**src/rtl/fixed_point_pkg.sv**
```systemverilog
// Shared types and helpers for the fixed-point MAC datapath.
// sat_signed works on a 64-bit signed container, so ACC_WIDTH+1 must not exceed 64.
package fixed_point_pkg;

  localparam int SAT_W = 64;

  typedef enum logic [0:0] {
    ACC_IDLE = 1'b0,
    ACC_BUSY = 1'b1
  } acc_state_e;

  // Right-shift that moves a product (2*frac_in fractional bits) to frac_out bits.
  function automatic int calc_shift(input int frac_in, input int frac_out);
    return (2 * frac_in) - frac_out;
  endfunction

  // Clamp a signed value into the range of a width-bit two's-complement word.
  function automatic logic signed [SAT_W-1:0] sat_signed(input logic signed [SAT_W-1:0] value,
                                                         input int width);
    logic signed [SAT_W-1:0] max_v;
    logic signed [SAT_W-1:0] min_v;
    max_v = (64'sd1 <<< (width - 1)) - 64'sd1;
    min_v = -max_v - 64'sd1;
    if (value > max_v) begin
      return max_v;
    end else if (value < min_v) begin
      return min_v;
    end else begin
      return value;
    end
  endfunction

endpackage

```
**src/rtl/baugh_wooley_mult.sv**
```systemverilog
// Combinational signed multiplier using the Baugh-Wooley partial-product scheme.
// Partial products that pair exactly one sign bit are inverted; the constant
// 2^W + 2^(2W-1) restores the two's-complement result modulo 2^(2W).
module baugh_wooley_mult #(
  parameter int W = 16
) (
  input  logic [W-1:0]   a,
  input  logic [W-1:0]   b,
  output logic [2*W-1:0] p
);

  localparam logic [2*W-1:0] ONE = {{(2*W-1){1'b0}}, 1'b1};

  logic [2*W-1:0] prod_s;
  logic           pp_s;

  // Sum all weighted partial products plus the Baugh-Wooley correction constant.
  always_comb begin
    prod_s = {(2*W){1'b0}};
    pp_s   = 1'b0;
    for (int i = 0; i < W; i++) begin
      for (int j = 0; j < W; j++) begin
        if ((i == W - 1) != (j == W - 1)) begin
          pp_s = ~(a[i] & b[j]);
        end else begin
          pp_s = a[i] & b[j];
        end
        prod_s = prod_s + ({{(2*W-1){1'b0}}, pp_s} << (i + j));
      end
    end
    prod_s = prod_s + (ONE << W) + (ONE << (2*W - 1));
  end

  assign p = prod_s;

endmodule

```
**src/rtl/fixed_point_round_sat.sv**
```systemverilog
// Requantiser: ACC_WIDTH sum -> WORD_WIDTH_OUT word with shift, optional
// rounding and saturation. Build option: FIXED_POINT_MAC_ROUND_EN selects
// round half-up; without it the arithmetic shift floors toward minus infinity.
module fixed_point_round_sat
  import fixed_point_pkg::*;
#(
  parameter int ACC_WIDTH      = 40,
  parameter int WORD_WIDTH_OUT = 16,
  parameter int SHIFT          = 8
) (
  input  logic signed [ACC_WIDTH-1:0]      sum,
  output logic        [WORD_WIDTH_OUT-1:0] result,
  output logic                             out_sat
);

`ifdef FIXED_POINT_MAC_ROUND_EN
  localparam logic signed [ACC_WIDTH:0] RND = {{ACC_WIDTH{1'b0}}, 1'b1} << (SHIFT - 1);
`endif

  logic signed [ACC_WIDTH:0] ext_s;
  logic signed [ACC_WIDTH:0] biased_s;
  logic signed [ACC_WIDTH:0] shifted_s;
  logic signed [SAT_W-1:0]   wide_s;
  logic signed [SAT_W-1:0]   clamp_s;

  // Extend by one bit so the rounding bias can never wrap, then shift and clamp.
  always_comb begin
    ext_s     = {sum[ACC_WIDTH-1], sum};
`ifdef FIXED_POINT_MAC_ROUND_EN
    biased_s  = ext_s + RND;
`else
    biased_s  = ext_s;
`endif
    shifted_s = biased_s >>> SHIFT;
    wide_s    = {{(SAT_W-ACC_WIDTH-1){shifted_s[ACC_WIDTH]}}, shifted_s};
    clamp_s   = sat_signed(wide_s, WORD_WIDTH_OUT);
    out_sat   = (clamp_s != wide_s);
    result    = clamp_s[WORD_WIDTH_OUT-1:0];
  end

endmodule

```
**src/rtl/fixed_point_mac.sv**
```systemverilog
// Pipelined signed fixed-point multiply-accumulate with valid/ready flow control.
// Build option: FIXED_POINT_MAC_ROUND_EN (round half-up instead of truncation).
module fixed_point_mac
  import fixed_point_pkg::*;
#(
  parameter int WORD_WIDTH_IN  = 16,
  parameter int FRAC_BITS_IN   = 8,
  parameter int ACC_WIDTH      = 40,
  parameter int WORD_WIDTH_OUT = 16,
  parameter int FRAC_BITS_OUT  = 8,
  parameter int PIPE_STAGES    = 2
) (
  input  logic                      clk,
  input  logic                      rst_n,
  input  logic                      in_valid,
  output logic                      in_ready,
  input  logic                      in_last,
  input  logic [WORD_WIDTH_IN-1:0]  multiplier,
  input  logic [WORD_WIDTH_IN-1:0]  multiplicand,
  output logic                      out_valid,
  input  logic                      out_ready,
  output logic [WORD_WIDTH_OUT-1:0] result,
  output logic                      out_sat
);

  localparam int SHIFT = calc_shift(FRAC_BITS_IN, FRAC_BITS_OUT);
  localparam int PW    = 2 * WORD_WIDTH_IN;

  logic                  advance_s;
  logic [PW-1:0]         prod_s;
  logic [PW-1:0]         prod_pipe_r  [PIPE_STAGES];
  logic [PIPE_STAGES-1:0] valid_pipe_r;
  logic [PIPE_STAGES-1:0] last_pipe_r;

  acc_state_e                   state_r;
  acc_state_e                   state_nxt_s;
  logic signed [ACC_WIDTH-1:0]  acc_r;
  logic signed [ACC_WIDTH-1:0]  acc_nxt_s;
  logic signed [ACC_WIDTH-1:0]  acc_base_s;
  logic signed [ACC_WIDTH-1:0]  prod_ext_s;
  logic signed [ACC_WIDTH-1:0]  sum_s;
  logic                         load_s;
  logic [WORD_WIDTH_OUT-1:0]    rs_result_s;
  logic                         rs_sat_s;

  // A single global enable: everything moves unless a result is waiting on downstream.
  assign advance_s = !out_valid || out_ready;
  assign in_ready  = advance_s;

  baugh_wooley_mult #(.W(WORD_WIDTH_IN)) u_mult (
    .a (multiplier),
    .b (multiplicand),
    .p (prod_s)
  );

  // Product pipeline; bubbles travel as valid=0 and everything freezes on a stall.
  always_ff @(posedge clk) begin
    if (!rst_n) begin
      for (int k = 0; k < PIPE_STAGES; k++) begin
        prod_pipe_r[k] <= {PW{1'b0}};
      end
      valid_pipe_r <= {PIPE_STAGES{1'b0}};
      last_pipe_r  <= {PIPE_STAGES{1'b0}};
    end else if (advance_s) begin
      prod_pipe_r[0]  <= prod_s;
      valid_pipe_r[0] <= in_valid;
      last_pipe_r[0]  <= in_last;
      for (int k = 1; k < PIPE_STAGES; k++) begin
        prod_pipe_r[k]  <= prod_pipe_r[k-1];
        valid_pipe_r[k] <= valid_pipe_r[k-1];
        last_pipe_r[k]  <= last_pipe_r[k-1];
      end
    end
  end

  // Accumulate datapath: sign-extended product added to the running sum (wraps silently).
  always_comb begin
    prod_ext_s = ACC_WIDTH'($signed(prod_pipe_r[PIPE_STAGES-1]));
    if (state_r == ACC_IDLE) begin
      acc_base_s = {ACC_WIDTH{1'b0}};
    end else begin
      acc_base_s = acc_r;
    end
    sum_s = acc_base_s + prod_ext_s;
  end

  fixed_point_round_sat #(
    .ACC_WIDTH      (ACC_WIDTH),
    .WORD_WIDTH_OUT (WORD_WIDTH_OUT),
    .SHIFT          (SHIFT)
  ) u_round_sat (
    .sum     (sum_s),
    .result  (rs_result_s),
    .out_sat (rs_sat_s)
  );

  // Group FSM next state: open a group on a non-last beat, close it on a last beat.
  always_comb begin
    state_nxt_s = state_r;
    acc_nxt_s   = acc_r;
    load_s      = 1'b0;
    if (advance_s && valid_pipe_r[PIPE_STAGES-1]) begin
      if (last_pipe_r[PIPE_STAGES-1]) begin
        load_s      = 1'b1;
        acc_nxt_s   = {ACC_WIDTH{1'b0}};
        state_nxt_s = ACC_IDLE;
      end else begin
        case (state_r)
          ACC_IDLE: begin
            acc_nxt_s   = sum_s;
            state_nxt_s = ACC_BUSY;
          end
          ACC_BUSY: begin
            acc_nxt_s   = sum_s;
            state_nxt_s = ACC_BUSY;
          end
          default: begin
            acc_nxt_s   = {ACC_WIDTH{1'b0}};
            state_nxt_s = ACC_IDLE;
          end
        endcase
      end
    end else begin
      load_s = 1'b0;
    end
  end

  // FSM state and accumulator registers.
  always_ff @(posedge clk) begin
    if (!rst_n) begin
      state_r <= ACC_IDLE;
      acc_r   <= {ACC_WIDTH{1'b0}};
    end else begin
      state_r <= state_nxt_s;
      acc_r   <= acc_nxt_s;
    end
  end

  // Output register: load a new result, else drop valid on handshake, else hold.
  always_ff @(posedge clk) begin
    if (!rst_n) begin
      out_valid <= 1'b0;
      result    <= {WORD_WIDTH_OUT{1'b0}};
      out_sat   <= 1'b0;
    end else if (load_s) begin
      out_valid <= 1'b1;
      result    <= rs_result_s;
      out_sat   <= rs_sat_s;
    end else if (out_ready) begin
      out_valid <= 1'b0;
    end
  end

endmodule

```
**config.mk**
```make
export PLATFORM = sky130hd
export DESIGN_NAME = fixed_point_mac
export DESIGN_NICKNAME = d
export VERILOG_FILES = /design/src/rtl/fixed_point_pkg.sv /design/src/rtl/baugh_wooley_mult.sv /design/src/rtl/fixed_point_round_sat.sv /design/src/rtl/fixed_point_mac.sv
export SDC_FILE = /design/constraint.sdc
export NUM_CORES = 1
export LEC_CHECK = 0
export ABC_AREA = 1
export CAP_MARGIN = 20
export CORE_MARGIN = 1
export CORE_UTILIZATION = 65
export CTS_BUF_LIST = sky130_fd_sc_hd__clkbuf_4 sky130_fd_sc_hd__clkbuf_8
export CTS_CLUSTER_SIZE = 25
export DETAILED_ROUTE_END_ITERATION = 8
export PLACE_DENSITY_LB_ADDON = 0.3
export SYNTH_ARGS = -nofsm -noshare
export SYNTH_HDL_FRONTEND = slang
export SYNTH_SLANG_ARGS = --single-unit
export TNS_END_PERCENT = 1
```
**constraint.sdc**
```tcl
create_clock -name clk -period 18.8 [get_ports clk]
set_clock_uncertainty 0.15 [all_clocks]
set_input_delay 3.76 -clock clk [delete_from_list [all_inputs] [get_ports clk]]
set_output_delay 3.76 -clock clk [all_outputs]
set_load 0.02 [all_outputs]
```
==> impl_metrics.ini <==
[pwr]
static-leakage-power_nw = 10.2
cellPowerDensity_mw_per_mm2 = 153
vdd_ir_drop_max_mv = 0.140

[sta]
grt_setup_unrepaired = false
timing.final.max_slew_violations = 0
timing.setup.tns_ps = 0
layout_min_cycle_time_ps = 10080
max_slew.worst_pin.slew_ps = 874
hold_ws_ps = 321
period_share_pct = 53.6
relSlewSlack_pct = 41.6
finalSetupViolations = 0
highest_clock_frequency_the_design_can_meet_mhz = 99.2
report.final.hold_viol_count = 0

[clocking]
clock_sinks = 127
path_clk_slew_ps = 90
cts.htree.levels = 4
cts_tree = built
cts_max_path_buffers = 2
cts.repair_timing.setup_buffer_count = 0
cts_root_buffer = sky130_fd_sc_hd__clkbuf_8
count_of_cells_resized_by_post_cts_repair = 0
clock_latency_of_the_later_clocked_register_in_the_worst_skew_pair_ps = 480
cts_hold_buffers = 0
cts_made_buffers = 17

[floorplan]
core_outline_area_sq_mm = 0.0253
die_area_sq_mm = 0.0264
die_h_um = 163
row_count = 58
floorplan.initialDensity_pct = 66.3
die_width_um = 163
design.portCount = 56

[global_route]
grt_antenna_before_repair = 0
grt_start_max_net_pins = 69
grt_most_used_layer = met2
grtUsageMet3_pct = 5.47
grt_first_pass_wirelength_um = 73500
via_count_of_the_first_global_routing_pass = 14502
grt.met1_usage_pct = 43.1
grtUsageMet2_pct = 63.0
track_usage_pct = 36.4
overflow = 0

[logic_synthesis]
mappedNetlistNets = 2733
synth_top_cells_by_area = sky130_fd_sc_hd__fa_1, sky130_fd_sc_hd__nand2_1, sky130_fd_sc_hd__inv_1
synth_flop_cell = sky130_fd_sc_hd__edfxtp_1
synth_cell_type_count = 43
synth.cell_area_sq_mm = 0.0168
count_of_yosys_warnings_during_synthesis = 0
yosysSeqAreaShare_pct = 19.0
synth_largest_area_cell = sky130_fd_sc_hd__fa_1
synth-edff-count = 64
synth.top_cell.area_share_pct = 23.8
postSynthCellCount = 2362
synth_area_per_cell_sq_um = 7.09
postSynthRegisterBits = 127
async_reset_ff_share_pct = 0

[worst_setup_path]
worst-endpoint-required_ps = 18990
crit_path_cell_trace = clkdlybuf4s50_1 > nand2_1 > fa_1 > inv_1 > fa_1 > fa_1 > fa_1 > inv_1 > fa_1 > fa_1 > inv_1 > ha_1 > nand2_1 > nor2_1 > nand4_1 > o311ai_0 > nand4_1 > nand3_1 > o21ai_0 > a21oi_1
setup.worst_path.end_class = register
ff2ff_path_depth = 25
timing.critical_path.from_type = input pin
cp_data_arrival_time_ps = 10270
cpMostUsedCell = sky130_fd_sc_hd__fa_1
ff2ff_setup_slack_ps = 14400
critPathSlowestCell = sky130_fd_sc_hd__clkdlybuf4s50_1
largest_fanout_on_the_critical_path = 16
r2r_start = state_r
worstReg2RegEnd = result[13]
crit_path_start = multiplier[12]
worst-setup-path-type = input pin to register
max_stage_delay_ps = 1020

[layout]
final_net_count = 2722
finish.utilization_pct = 70.7
final_layout_size_suffix_gt1_share_pct = 3.68
multiInputGateArea_sq_mm = 0.0111
finalInstanceArea_sq_mm = 0.0178
seq_area_sq_mm = 0.00318
n_antenna_cell = 0
flow.area_growth_from_synthesis_pct = 6.55
final_cell_mix = sky130_fd_sc_hd__nand2_1, sky130_fd_sc_hd__inv_1, sky130_fd_sc_hd__fa_1, sky130_fd_sc_hd__ha_1, sky130_fd_sc_hd__nor2_1
mostFrequentLayoutCell = sky130_fd_sc_hd__nand2_1
num-fill-cells = 2118

[worst_hold_path]
worst_hold_path_type = register to register
timing.hold.worst_endpoint = acc_r[28]
hold-path-cell-count = 2
worst_hold_start = acc_r[28]

[place]
dp_hpwl_um = 36700
place.gp.congestion = 0.995
detailed_place.area_sq_mm = 0.0174
io_buffer_count = 55

[detailed_routing]
detail_route.iter0.violations = 1087
num_vias = 14576
ant_nets = 0
number_of_design_rule_violations_left_after_detail_routing = 0
first_pass_iters = 6
route.detailed.vias_per_inst = 5.41
wl_um = 45800
drt-wirelength-per-cell_um = 17.0

[status]
outcome = finished, final reports clean

[run]
cap_violations = 0
[state kept, by name, summed over array words and instances (netlist names)]
| signal | flops |
|---|---|
| acc_r | 40 |
| last_pipe_r | 2 |
| out_sat | 1 |
| out_valid | 1 |
| prod_pipe_r | 64 |
| result | 16 |
| state_r | 1 |
| valid_pipe_r | 2 |
[synth_stat cells (2+ instances only)]
master	number
sky130_fd_sc_hd__o22ai_1	2
sky130_fd_sc_hd__xor2_1	3
sky130_fd_sc_hd__nor4_1	2
sky130_fd_sc_hd__a21oi_1	115
sky130_fd_sc_hd__clkinv_1	4
sky130_fd_sc_hd__nand2_2	15
sky130_fd_sc_hd__a21o_1	5
sky130_fd_sc_hd__o21bai_1	5
sky130_fd_sc_hd__ha_1	135
sky130_fd_sc_hd__nor2_2	8
sky130_fd_sc_hd__nand3b_1	7
sky130_fd_sc_hd__nand2_1	740
sky130_fd_sc_hd__clkbuf_1	92
sky130_fd_sc_hd__nand4_1	16
sky130_fd_sc_hd__a21boi_0	2
sky130_fd_sc_hd__nor3_1	4
sky130_fd_sc_hd__xnor2_1	4
sky130_fd_sc_hd__o21ai_0	39
sky130_fd_sc_hd__inv_1	571
sky130_fd_sc_hd__o21ai_1	4
sky130_fd_sc_hd__a21oi_2	2
sky130_fd_sc_hd__nor2_1	131
sky130_fd_sc_hd__nand3_1	80
sky130_fd_sc_hd__or2_2	4
sky130_fd_sc_hd__dfxtp_1	63
sky130_fd_sc_hd__nand3_2	9
sky130_fd_sc_hd__o21a_1	23
sky130_fd_sc_hd__edfxtp_1	64
sky130_fd_sc_hd__fa_1	199
[power by group]
part	total, mW	internal (mW)	switching, mW
combinational	2.07	0.758	1.31
sequential	0.406	0.384	0.0225
clock	0.252	0.103	0.148
[layout make-up]
cell class                 count  area share (%)
multi-input combinational   1566            61.9
inverter                     575            12.1
sequential                   127            17.8
clock buffer                  17            1.31
clock inverter                15            1.07
tap                          330            2.31
timing repair buffer          64            3.46
[metal layers]
| layer | routed length, um | share of wire, % |
|---|---|---|
| met1 | 17500 | 38 |
| met2 | 22100 | 48 |
| met3 | 3330 | 7.3 |
| met4 | 2860 | 6.2 |
| met5 | 0 | 0 |
[worst max path at each step]
stage	end	slack, ps
5_1_grt	prod_pipe_r[0][29]	8340
3_3_place_gp	prod_pipe_r[0][31]	8340
4_1_cts	prod_pipe_r[0][31]	8720
6_report	prod_pipe_r[0][31]	8720
2_1_floorplan	prod_pipe_r[0][31]	9300
3_5_place_dp	prod_pipe_r[0][31]	8260
[worst max-delay path, delay by kind of cell]
kind	cells	cell delay, ps
AOI/OAI and AO/OA	3	910
buffers and inverters	4	1180
and+or+nand+nor	6	860
adders and majority gates	7	3560
[cells by family after synthesis]
group	synth area share [%]
buffers and inverters	15.1
DFF	19.0
and+or+nand+nor	25.0
xor gates and xnor gates	0.463
AOI/OAI and AO/OA	6.65
adders and majority gates	33.9
[per-stage QoR]
| step | instances | worst slack (ps) | total power, mW |
|---|---|---|---|
| floorplan | 2362 | 9300 | 1.92 |
| global placement | 2662 | 8340 | 2.40 |
| CTS | 2694 | 8720 | 2.71 |
| detailed placement | 2662 | 8260 | 2.44 |
| global route | 2694 | 8340 | 3.02 |
| finish | 2694 | 8720 | 2.72 |
No activity file was read; power rests on OpenSTA's default activity.
